==> src/rtl/pemcu_dbg_pkg.sv <==
// Shared constants and types for the PEMCU debug mailbox: address map,
// trace codes, FSM state encoding and the trace entry header layout.
package pemcu_dbg_pkg;

    localparam logic [15:0] ADDR_F100     = 16'hF100;
    localparam logic [11:0] ADDR_REG_PAGE = 12'hF10;
    localparam logic [15:0] ADDR_A100     = 16'hA100;
    localparam logic [15:0] ADDR_D000     = 16'hD000;
    localparam logic [15:0] ADDR_E000     = 16'hE000;

    localparam logic [4:0] CODE_FUNC = 5'h10;
    localparam logic [4:0] CODE_D000 = 5'h11;
    localparam logic [4:0] CODE_E000 = 5'h12;

    typedef enum logic [1:0] {
        ST_IDLE = 2'd0,
        ST_ACK  = 2'd1,
        ST_REL  = 2'd2
    } fsm_state_t;

    // Code and data of a trace entry; the timestamp is appended at the width
    // chosen by the instantiating block.
    typedef struct packed {
        logic [4:0] code;
        logic [7:0] data;
    } trc_hdr_t;

    function automatic logic addr_hit(input logic [15:0] addr);
        return (addr[15:4] == ADDR_REG_PAGE) || (addr == ADDR_A100) ||
               (addr == ADDR_D000) || (addr == ADDR_E000);
    endfunction

endpackage

==> src/rtl/pemcu_dbg_fifo.sv <==
// Single-clock synchronous FIFO. Accepts a push while full only when a pop
// happens in the same cycle; any other push while full is ignored.
module pemcu_dbg_fifo #(
    parameter int WIDTH = 8,
    parameter int DEPTH = 16,
    localparam int AW = $clog2(DEPTH),
    localparam int LW = AW + 1
) (
    input  logic             clk,
    input  logic             rst,
    input  logic             push,
    input  logic [WIDTH-1:0] din,
    input  logic             pop,
    output logic [WIDTH-1:0] dout,
    output logic             full,
    output logic             empty,
    output logic [LW-1:0]    level
);

    logic [WIDTH-1:0] mem_r [DEPTH];
    logic [AW-1:0]    wr_ptr_r;
    logic [AW-1:0]    rd_ptr_r;
    logic [LW-1:0]    count_r;
    logic             do_push_s;
    logic             do_pop_s;

    assign full  = (count_r == LW'(DEPTH));
    assign empty = (count_r == {LW{1'b0}});
    assign level = count_r;

    // Qualify push/pop and present the head (zero when empty)
    always_comb begin
        do_pop_s  = pop && !empty;
        do_push_s = push && (!full || do_pop_s);
        if (empty) begin
            dout = {WIDTH{1'b0}};
        end else begin
            dout = mem_r[rd_ptr_r];
        end
    end

    // Entry storage
    always_ff @(posedge clk or posedge rst) begin
        if (rst) begin
            for (int i = 0; i < DEPTH; i++) begin
                mem_r[i] <= {WIDTH{1'b0}};
            end
        end else if (do_push_s) begin
            mem_r[wr_ptr_r] <= din;
        end
    end

    // Pointers and occupancy
    always_ff @(posedge clk or posedge rst) begin
        if (rst) begin
            wr_ptr_r <= {AW{1'b0}};
            rd_ptr_r <= {AW{1'b0}};
            count_r  <= {LW{1'b0}};
        end else begin
            if (do_push_s) begin
                wr_ptr_r <= wr_ptr_r + AW'(1);
            end
            if (do_pop_s) begin
                rd_ptr_r <= rd_ptr_r + AW'(1);
            end
            case ({do_push_s, do_pop_s})
                2'b10:   count_r <= count_r + LW'(1);
                2'b01:   count_r <= count_r - LW'(1);
                default: count_r <= count_r;
            endcase
        end
    end

endmodule

==> src/rtl/pemcu_dbg_mailbox.sv <==
// Debug mailbox on the PEMCU external bus: acks firmware debug accesses,
// keeps readback copies and queues every traced write with a timestamp.
module pemcu_dbg_mailbox
    import pemcu_dbg_pkg::*;
#(
    parameter int FIFO_DEPTH = 16,
    parameter int TS_W       = 16
) (
    input  logic            clk,
    input  logic            rst,
    input  logic [15:0]     memaddr,
    input  logic            memwr,
    input  logic            memrd,
    input  logic [7:0]      memdatao,
    output logic [7:0]      memdatai,
    output logic            memack,
    output logic            hit,
    output logic            trc_valid,
    input  logic            trc_ready,
    output logic [4:0]      trc_code,
    output logic [7:0]      trc_data,
    output logic [TS_W-1:0] trc_ts,
    output logic            ovf,
    output logic [7:0]      ovf_cnt
);

    localparam int LVL_W = $clog2(FIFO_DEPTH) + 1;
    localparam int ENT_W = $bits(trc_hdr_t) + TS_W;

    fsm_state_t      state_r;
    logic            memack_r;
    logic [7:0]      memdatai_r;
    logic [15:0]     req_addr_r;
    logic [7:0]      req_data_r;
    logic            req_wr_r;
    logic [7:0]      regs_r [16];
    logic [7:0]      func_code_r;
    logic [TS_W-1:0] ts_r;
    logic            ovf_r;
    logic [7:0]      ovf_cnt_r;

    logic            hit_s;
    logic            ack_wr_s;
    logic            trace_s;
    logic            ctrl_clr_s;
    logic            pop_s;
    logic            drop_s;
    trc_hdr_t        hdr_s;
    trc_hdr_t        head_hdr_s;
    logic [7:0]      rd_data_s;
    logic [7:0]      lvl_ext_s;
    logic [4:0]      lvl_sat_s;
    logic [ENT_W-1:0] fifo_dout_s;
    logic             fifo_full_s;
    logic             fifo_empty_s;
    logic [LVL_W-1:0] fifo_level_s;

    assign hit_s      = addr_hit(memaddr);
    assign hit        = hit_s;
    assign memack     = memack_r;
    assign memdatai   = memdatai_r;
    assign ovf        = ovf_r;
    assign ovf_cnt    = ovf_cnt_r;
    assign trc_valid  = !fifo_empty_s;
    assign head_hdr_s = fifo_dout_s[ENT_W-1:TS_W];
    assign trc_code   = head_hdr_s.code;
    assign trc_data   = head_hdr_s.data;
    assign trc_ts     = fifo_dout_s[TS_W-1:0];
    assign lvl_ext_s  = {{(8 - LVL_W){1'b0}}, fifo_level_s};

    // Readback value for the address currently on the bus
    always_comb begin
        if (lvl_ext_s > 8'd31) begin
            lvl_sat_s = 5'd31;
        end else begin
            lvl_sat_s = lvl_ext_s[4:0];
        end
        rd_data_s = 8'h00;
        if (memaddr[15:4] == ADDR_REG_PAGE) begin
            if (memaddr[3:0] == 4'h0) begin
                rd_data_s = {ovf_r, 2'b00, lvl_sat_s};
            end else begin
                rd_data_s = regs_r[memaddr[3:0]];
            end
        end else if (memaddr == ADDR_A100) begin
            rd_data_s = func_code_r;
        end else begin
            rd_data_s = 8'h00;
        end
    end

    // Bus handshake: one ack per request, then wait for the MCU to release
    always_ff @(posedge clk or posedge rst) begin
        if (rst) begin
            state_r    <= ST_IDLE;
            memack_r   <= 1'b0;
            memdatai_r <= 8'h00;
            req_addr_r <= 16'h0000;
            req_data_r <= 8'h00;
            req_wr_r   <= 1'b0;
        end else begin
            case (state_r)
                ST_IDLE: begin
                    memack_r   <= 1'b0;
                    memdatai_r <= 8'h00;
                    if ((memwr || memrd) && hit_s) begin
                        state_r    <= ST_ACK;
                        memack_r   <= 1'b1;
                        req_addr_r <= memaddr;
                        req_data_r <= memdatao;
                        req_wr_r   <= memwr;
                        memdatai_r <= memwr ? 8'h00 : rd_data_s;
                    end
                end
                ST_ACK: begin
                    memack_r   <= 1'b0;
                    memdatai_r <= 8'h00;
                    state_r    <= ST_REL;
                end
                ST_REL: begin
                    memack_r   <= 1'b0;
                    memdatai_r <= 8'h00;
                    if (!memwr && !memrd) begin
                        state_r <= ST_IDLE;
                    end
                end
                default: begin
                    state_r    <= ST_IDLE;
                    memack_r   <= 1'b0;
                    memdatai_r <= 8'h00;
                end
            endcase
        end
    end

    // Classify the write being acknowledged this cycle
    always_comb begin
        ack_wr_s   = (state_r == ST_ACK) && req_wr_r;
        hdr_s      = '0;
        hdr_s.data = req_data_r;
        trace_s    = 1'b0;
        ctrl_clr_s = 1'b0;
        if (ack_wr_s) begin
            if (req_addr_r[15:4] == ADDR_REG_PAGE) begin
                if (req_addr_r[3:0] == 4'h0) begin
                    ctrl_clr_s = req_data_r[0];
                end else begin
                    trace_s    = 1'b1;
                    hdr_s.code = {1'b0, req_addr_r[3:0]};
                end
            end else if (req_addr_r == ADDR_A100) begin
                trace_s    = 1'b1;
                hdr_s.code = CODE_FUNC;
            end else if (req_addr_r == ADDR_D000) begin
                trace_s    = 1'b1;
                hdr_s.code = CODE_D000;
            end else if (req_addr_r == ADDR_E000) begin
                trace_s    = 1'b1;
                hdr_s.code = CODE_E000;
            end else begin
                trace_s = 1'b0;
            end
        end else begin
            trace_s = 1'b0;
        end
        pop_s  = trc_ready && !fifo_empty_s;
        drop_s = trace_s && fifo_full_s && !pop_s;
    end

    // Parameter registers and function code
    always_ff @(posedge clk or posedge rst) begin
        if (rst) begin
            for (int i = 0; i < 16; i++) begin
                regs_r[i] <= 8'h00;
            end
            func_code_r <= 8'h00;
        end else if (ack_wr_s) begin
            if ((req_addr_r[15:4] == ADDR_REG_PAGE) && (req_addr_r[3:0] != 4'h0)) begin
                regs_r[req_addr_r[3:0]] <= req_data_r;
            end
            if (req_addr_r == ADDR_A100) begin
                func_code_r <= req_data_r;
            end
        end
    end

    // Free-running timestamp
    always_ff @(posedge clk or posedge rst) begin
        if (rst) begin
            ts_r <= {TS_W{1'b0}};
        end else begin
            ts_r <= ts_r + TS_W'(1);
        end
    end

    // Overflow tracking; a clear from the control register beats a drop
    always_ff @(posedge clk or posedge rst) begin
        if (rst) begin
            ovf_r     <= 1'b0;
            ovf_cnt_r <= 8'h00;
        end else if (ctrl_clr_s) begin
            ovf_r     <= 1'b0;
            ovf_cnt_r <= 8'h00;
        end else if (drop_s) begin
            ovf_r <= 1'b1;
            if (ovf_cnt_r != 8'hFF) begin
                ovf_cnt_r <= ovf_cnt_r + 8'h01;
            end
        end
    end

    pemcu_dbg_fifo #(
        .WIDTH (ENT_W),
        .DEPTH (FIFO_DEPTH)
    ) u_fifo (
        .clk   (clk),
        .rst   (rst),
        .push  (trace_s),
        .din   ({hdr_s, ts_r}),
        .pop   (pop_s),
        .dout  (fifo_dout_s),
        .full  (fifo_full_s),
        .empty (fifo_empty_s),
        .level (fifo_level_s)
    );

endmodule

==> config.mk <==
export PLATFORM = sky130hd
export DESIGN_NAME = pemcu_dbg_mailbox
export DESIGN_NICKNAME = d
export VERILOG_FILES = /design/src/rtl/pemcu_dbg_pkg.sv /design/src/rtl/pemcu_dbg_fifo.sv /design/src/rtl/pemcu_dbg_mailbox.sv
export SDC_FILE = /design/constraint.sdc
export NUM_CORES = 1
export LEC_CHECK = 0
export ABC_AREA = 1
export BUFFER_PORTS_ARGS = -buffer_cell sky130_fd_sc_hd__buf_2
export CORE_UTILIZATION = 30
export CTS_BUF_LIST = sky130_fd_sc_hd__clkbuf_4
export CTS_CLUSTER_DIAMETER = 200
export CTS_CLUSTER_SIZE = 10
export DETAILED_ROUTE_END_ITERATION = 7
export PLACE_DENSITY = 0.56
export REMOVE_ABC_BUFFERS = 1
export SLEW_MARGIN = 40
export SYNTH_ARGS = -nofsm -noshare
export SYNTH_HDL_FRONTEND = slang
export SYNTH_HIERARCHICAL = 1
export SYNTH_SLANG_ARGS = --single-unit
==> constraint.sdc <==
create_clock -name clk -period 29.7 [get_ports clk]
set_input_delay 8.91 -clock clk [delete_from_list [all_inputs] [get_ports clk]]
set_output_delay 8.91 -clock clk [all_outputs]
set_load 0.02 [all_outputs]
==> impl_metrics.json <==
{
  "gp_congestion": 0.822,
  "reg2reg_slack_ps": 26220,
  "place_hpwl_um": 48300,
  "cts_setup_buffers": 0,
  "ant_nets": 0,
  "dr.pass1.iters": 6,
  "synthDistinctLibCells": 48,
  "slew_violations": 0,
  "cts_buffer_depth": 3,
  "pre_cts_slack_ps": 9410,
  "drcViolationCount": 0,
  "vias": 25110,
  "rsz0062_at_grt": "no",
  "crit_arrival_ps": 11580,
  "clockPowerShare": 0.313,
  "grt_pass1_vias": 23792,
  "status": "finished, final reports clean",
  "switching_power_mw": 0.344,
  "maxCapViolations": 0,
  "layout_commonest_cell": "nand2_1",
  "grt_max_degree": 149,
  "fin_crit_sh": 0.690,
  "hold_buffers": 0,
  "synth_cells": 3837,
  "drt_iter0_markers": 2194,
  "fmax_ghz": 0.0488,
  "htree_levels": 3,
  "worstSetupStartpointType": "input pin",
  "postPlaceCellArea_um2": 32300,
  "dp.cells": 5037,
  "clock-root-buffer": "clkbuf_4",
  "start_util": 0.303,
  "gr-total-overflow": 0,
  "hold_path_class": "reg2reg",
  "cts_made_buffers": 77,
  "die-height_um": 326,
  "yosys_warnings": 6,
  "seq_area_frac_synth": 0.536,
  "r2r_start": "u_fifo/level[1]$_DFFE_PP0P_",
  "finalNonFillerCells": 5129,
  "r2r_end": "u_fifo/mem_r[400]$_DFFE_PP0P_",
  "layout_common_cells": "nand2_1 (1323), dfrtp_1 (670), o21ai_0 (580)",
  "hold_depth": 0,
  "grt_pass1_wl_um": 142000,
  "core-area_um2": 104000,
  "reg2reg_depth": 9,
  "timing.critical_path.required_ps": 20790,
  "endpoint_kind": "primary output",
  "relSlewSlack": 0.411,
  "synth.top_cells.by_area": "dfrtp_1 (54%), nand2_1 (16%), o21ai_0 (9.2%), nand3_1 (6.4%), inv_1 (1.9%)",
  "rows": 118,
  "final_nets": 3777,
  "die_area_um2": 106000,
  "fin_crit_ps": 20490,
  "port-buffer-count": 77,
  "seqPwrFrac": 0.659,
  "irDropWorstVdd_uv": 25.8,
  "clock-sinks": 674,
  "die_w_um": 326,
  "stdcell_area_um2": 33000,
  "avgViaCountPerCell": 4.90,
  "setup_violations": 0,
  "syn2layout_area_growth_pct": 4.83,
  "cts_resized": 0,
  "finalSetupTns_ps": 0,
  "num-fill-cells": 11136,
  "switching_share": 0.247,
  "fin_total_pwr_mw": 1.39,
  "critPathKind": "in2out",
  "syn_area_per_cell_um2": 8.19,
  "synth_top_area_frac": 0.536,
  "drive_above_1_share": 0.0721,
  "ios": 78,
  "comb_power_share": 0.028,
  "internal_power_mw": 1.05,
  "antenna_found_initial": 5,
  "worst_pin_slew_ps": 884,
  "yosysTopAreaCell": "dfrtp_1",
  "hold_violations": 0,
  "grtUsageTotal": 0.169,
  "cp_max_fo": 54,
  "cts_tree": "built",
  "finClkSkew_ps": 60.7,
  "clk_pin_slew_ps": 110,
  "finish.utilization": 0.318,
  "worst_slack_ps": 9210,
  "pwr_density_cell_nw_per_um2": 42.3,
  "routed_wl_um": 89700,
  "routedWlPerCell_um": 17.5,
  "p_leak_nw": 15.0,
  "min_from": "regs_r[120]$_DFFE_PP0P_",
  "holdWs_ps": 390,
  "min_to": "regs_r[120]$_DFFE_PP0P_",
  "ys_ff_latch": 674,
  "syn_area_um2": 31400,
  "clk_latency_ps": 920
}
==> synth_stat cells, drive strengths merged <==
| master | count |
|---|---|
| nand3b | 2 |
| or2 | 2 |
| clkinv | 1 |
| nor2 | 128 |
| buf | 149 |
| o21ai | 662 |
| o21bai | 2 |
| o2111ai | 7 |
| inv | 167 |
| o22ai | 2 |
| a22o | 3 |
| dfrtp | 674 |
| nand4 | 16 |
| nor3b | 1 |
| nor3 | 5 |
| fa | 1 |
| mux2 | 2 |
| o211ai | 8 |
| a31oi | 3 |
| clkbuf | 136 |
| ha | 10 |
| nand3 | 409 |
| a21oi | 76 |
| xnor2 | 4 |
| xor2 | 18 |
| nand2 | 1348 |
| nor4 | 1 |
==> power by group through the flow <==
stage | clock, mW | combinational [mW] | sequential [mW]
floorplan | 0 | 0.0228 | 0.936
global placement | 0 | 0.0394 | 0.936
detailed placement | 0 | 0.0401 | 0.936
CTS | 0.456 | 0.0402 | 0.918
global route | 0.492 | 0.0450 | 0.919
finish | 0.436 | 0.0388 | 0.918
==> worst max-delay path: stages <==
cell	delay (ps)
buf_2	540
clkinv_2	790
nand3_1	700
nor2_1	130
nand3_2	160
nand3_2	90
buf_2	180
==> flip-flops by register name, summed over array words and instances, names as in the netlist, 2 cells and up <==
name,count
func_code_r,8
memdatai,8
ovf_cnt,8
regs_r,128
req_addr_r,16
req_data_r,8
state_r,2
ts_r,16
u_fifo/level,5
u_fifo/mem_r,464
u_fifo/rd_ptr_r,4
u_fifo/wr_ptr_r,4
==> cells by family (layout without fill, tap and decap cells) <==
family | count (synthesis) | after routing | share of synthesized area
adder cells (fa/ha/maj) | 11 | 11 | 0.00462
AND/OR/NAND/NOR | 1912 | 1912 | 0.255
buffers and inverters | 453 | 359 | 0.0716
flip-flops | 674 | 674 | 0.536
other | 0 | 6 | 0
XOR/XNOR | 22 | 22 | 0.00613
AO/OA/AOI/OAI | 763 | 763 | 0.125
multiplexers | 2 | 2 | 0.000716
==> per-layer routing <==
layer / wire, um / global-route usage / up-vias / part of all wire
met4: 2060 / 0.0436 / 4 / 0.023
met2: 40000 / 0.263 / 608 / 0.45
met1: 43300 / 0.243 / 12128 / 0.48
li1: - / - / 12236 / -
met5: 23 / 0 / - / 0.00026
met3: 4410 / 0.0273 / 134 / 0.049
==> layout make-up <==
type	count	area, um^2	area share
sequential	674	16900	0.512
timing repair buffer	106	678	0.0206
inverter	168	677	0.0205
clock inverter	6	31.3	0.000949
tap	1380	1730	0.0524
clock buffer	79	593	0.0180
antenna	6	15.0	0.000456
multi-input combinational	2710	12400	0.375
==> worst max path at each step <==
stage                    start                     endpoint  slack (ps)
floorplan                  rst  u_fifo/level[0]$_DFFE_PP0P_        7480
global placement    memaddr[0]                          hit        9440
detailed placement  memaddr[0]                          hit        9410
CTS                 memaddr[0]                          hit        9390
global route        memaddr[0]                          hit        8970
finish              memaddr[0]                          hit        9210
Power figures use the tool's default switching activity.
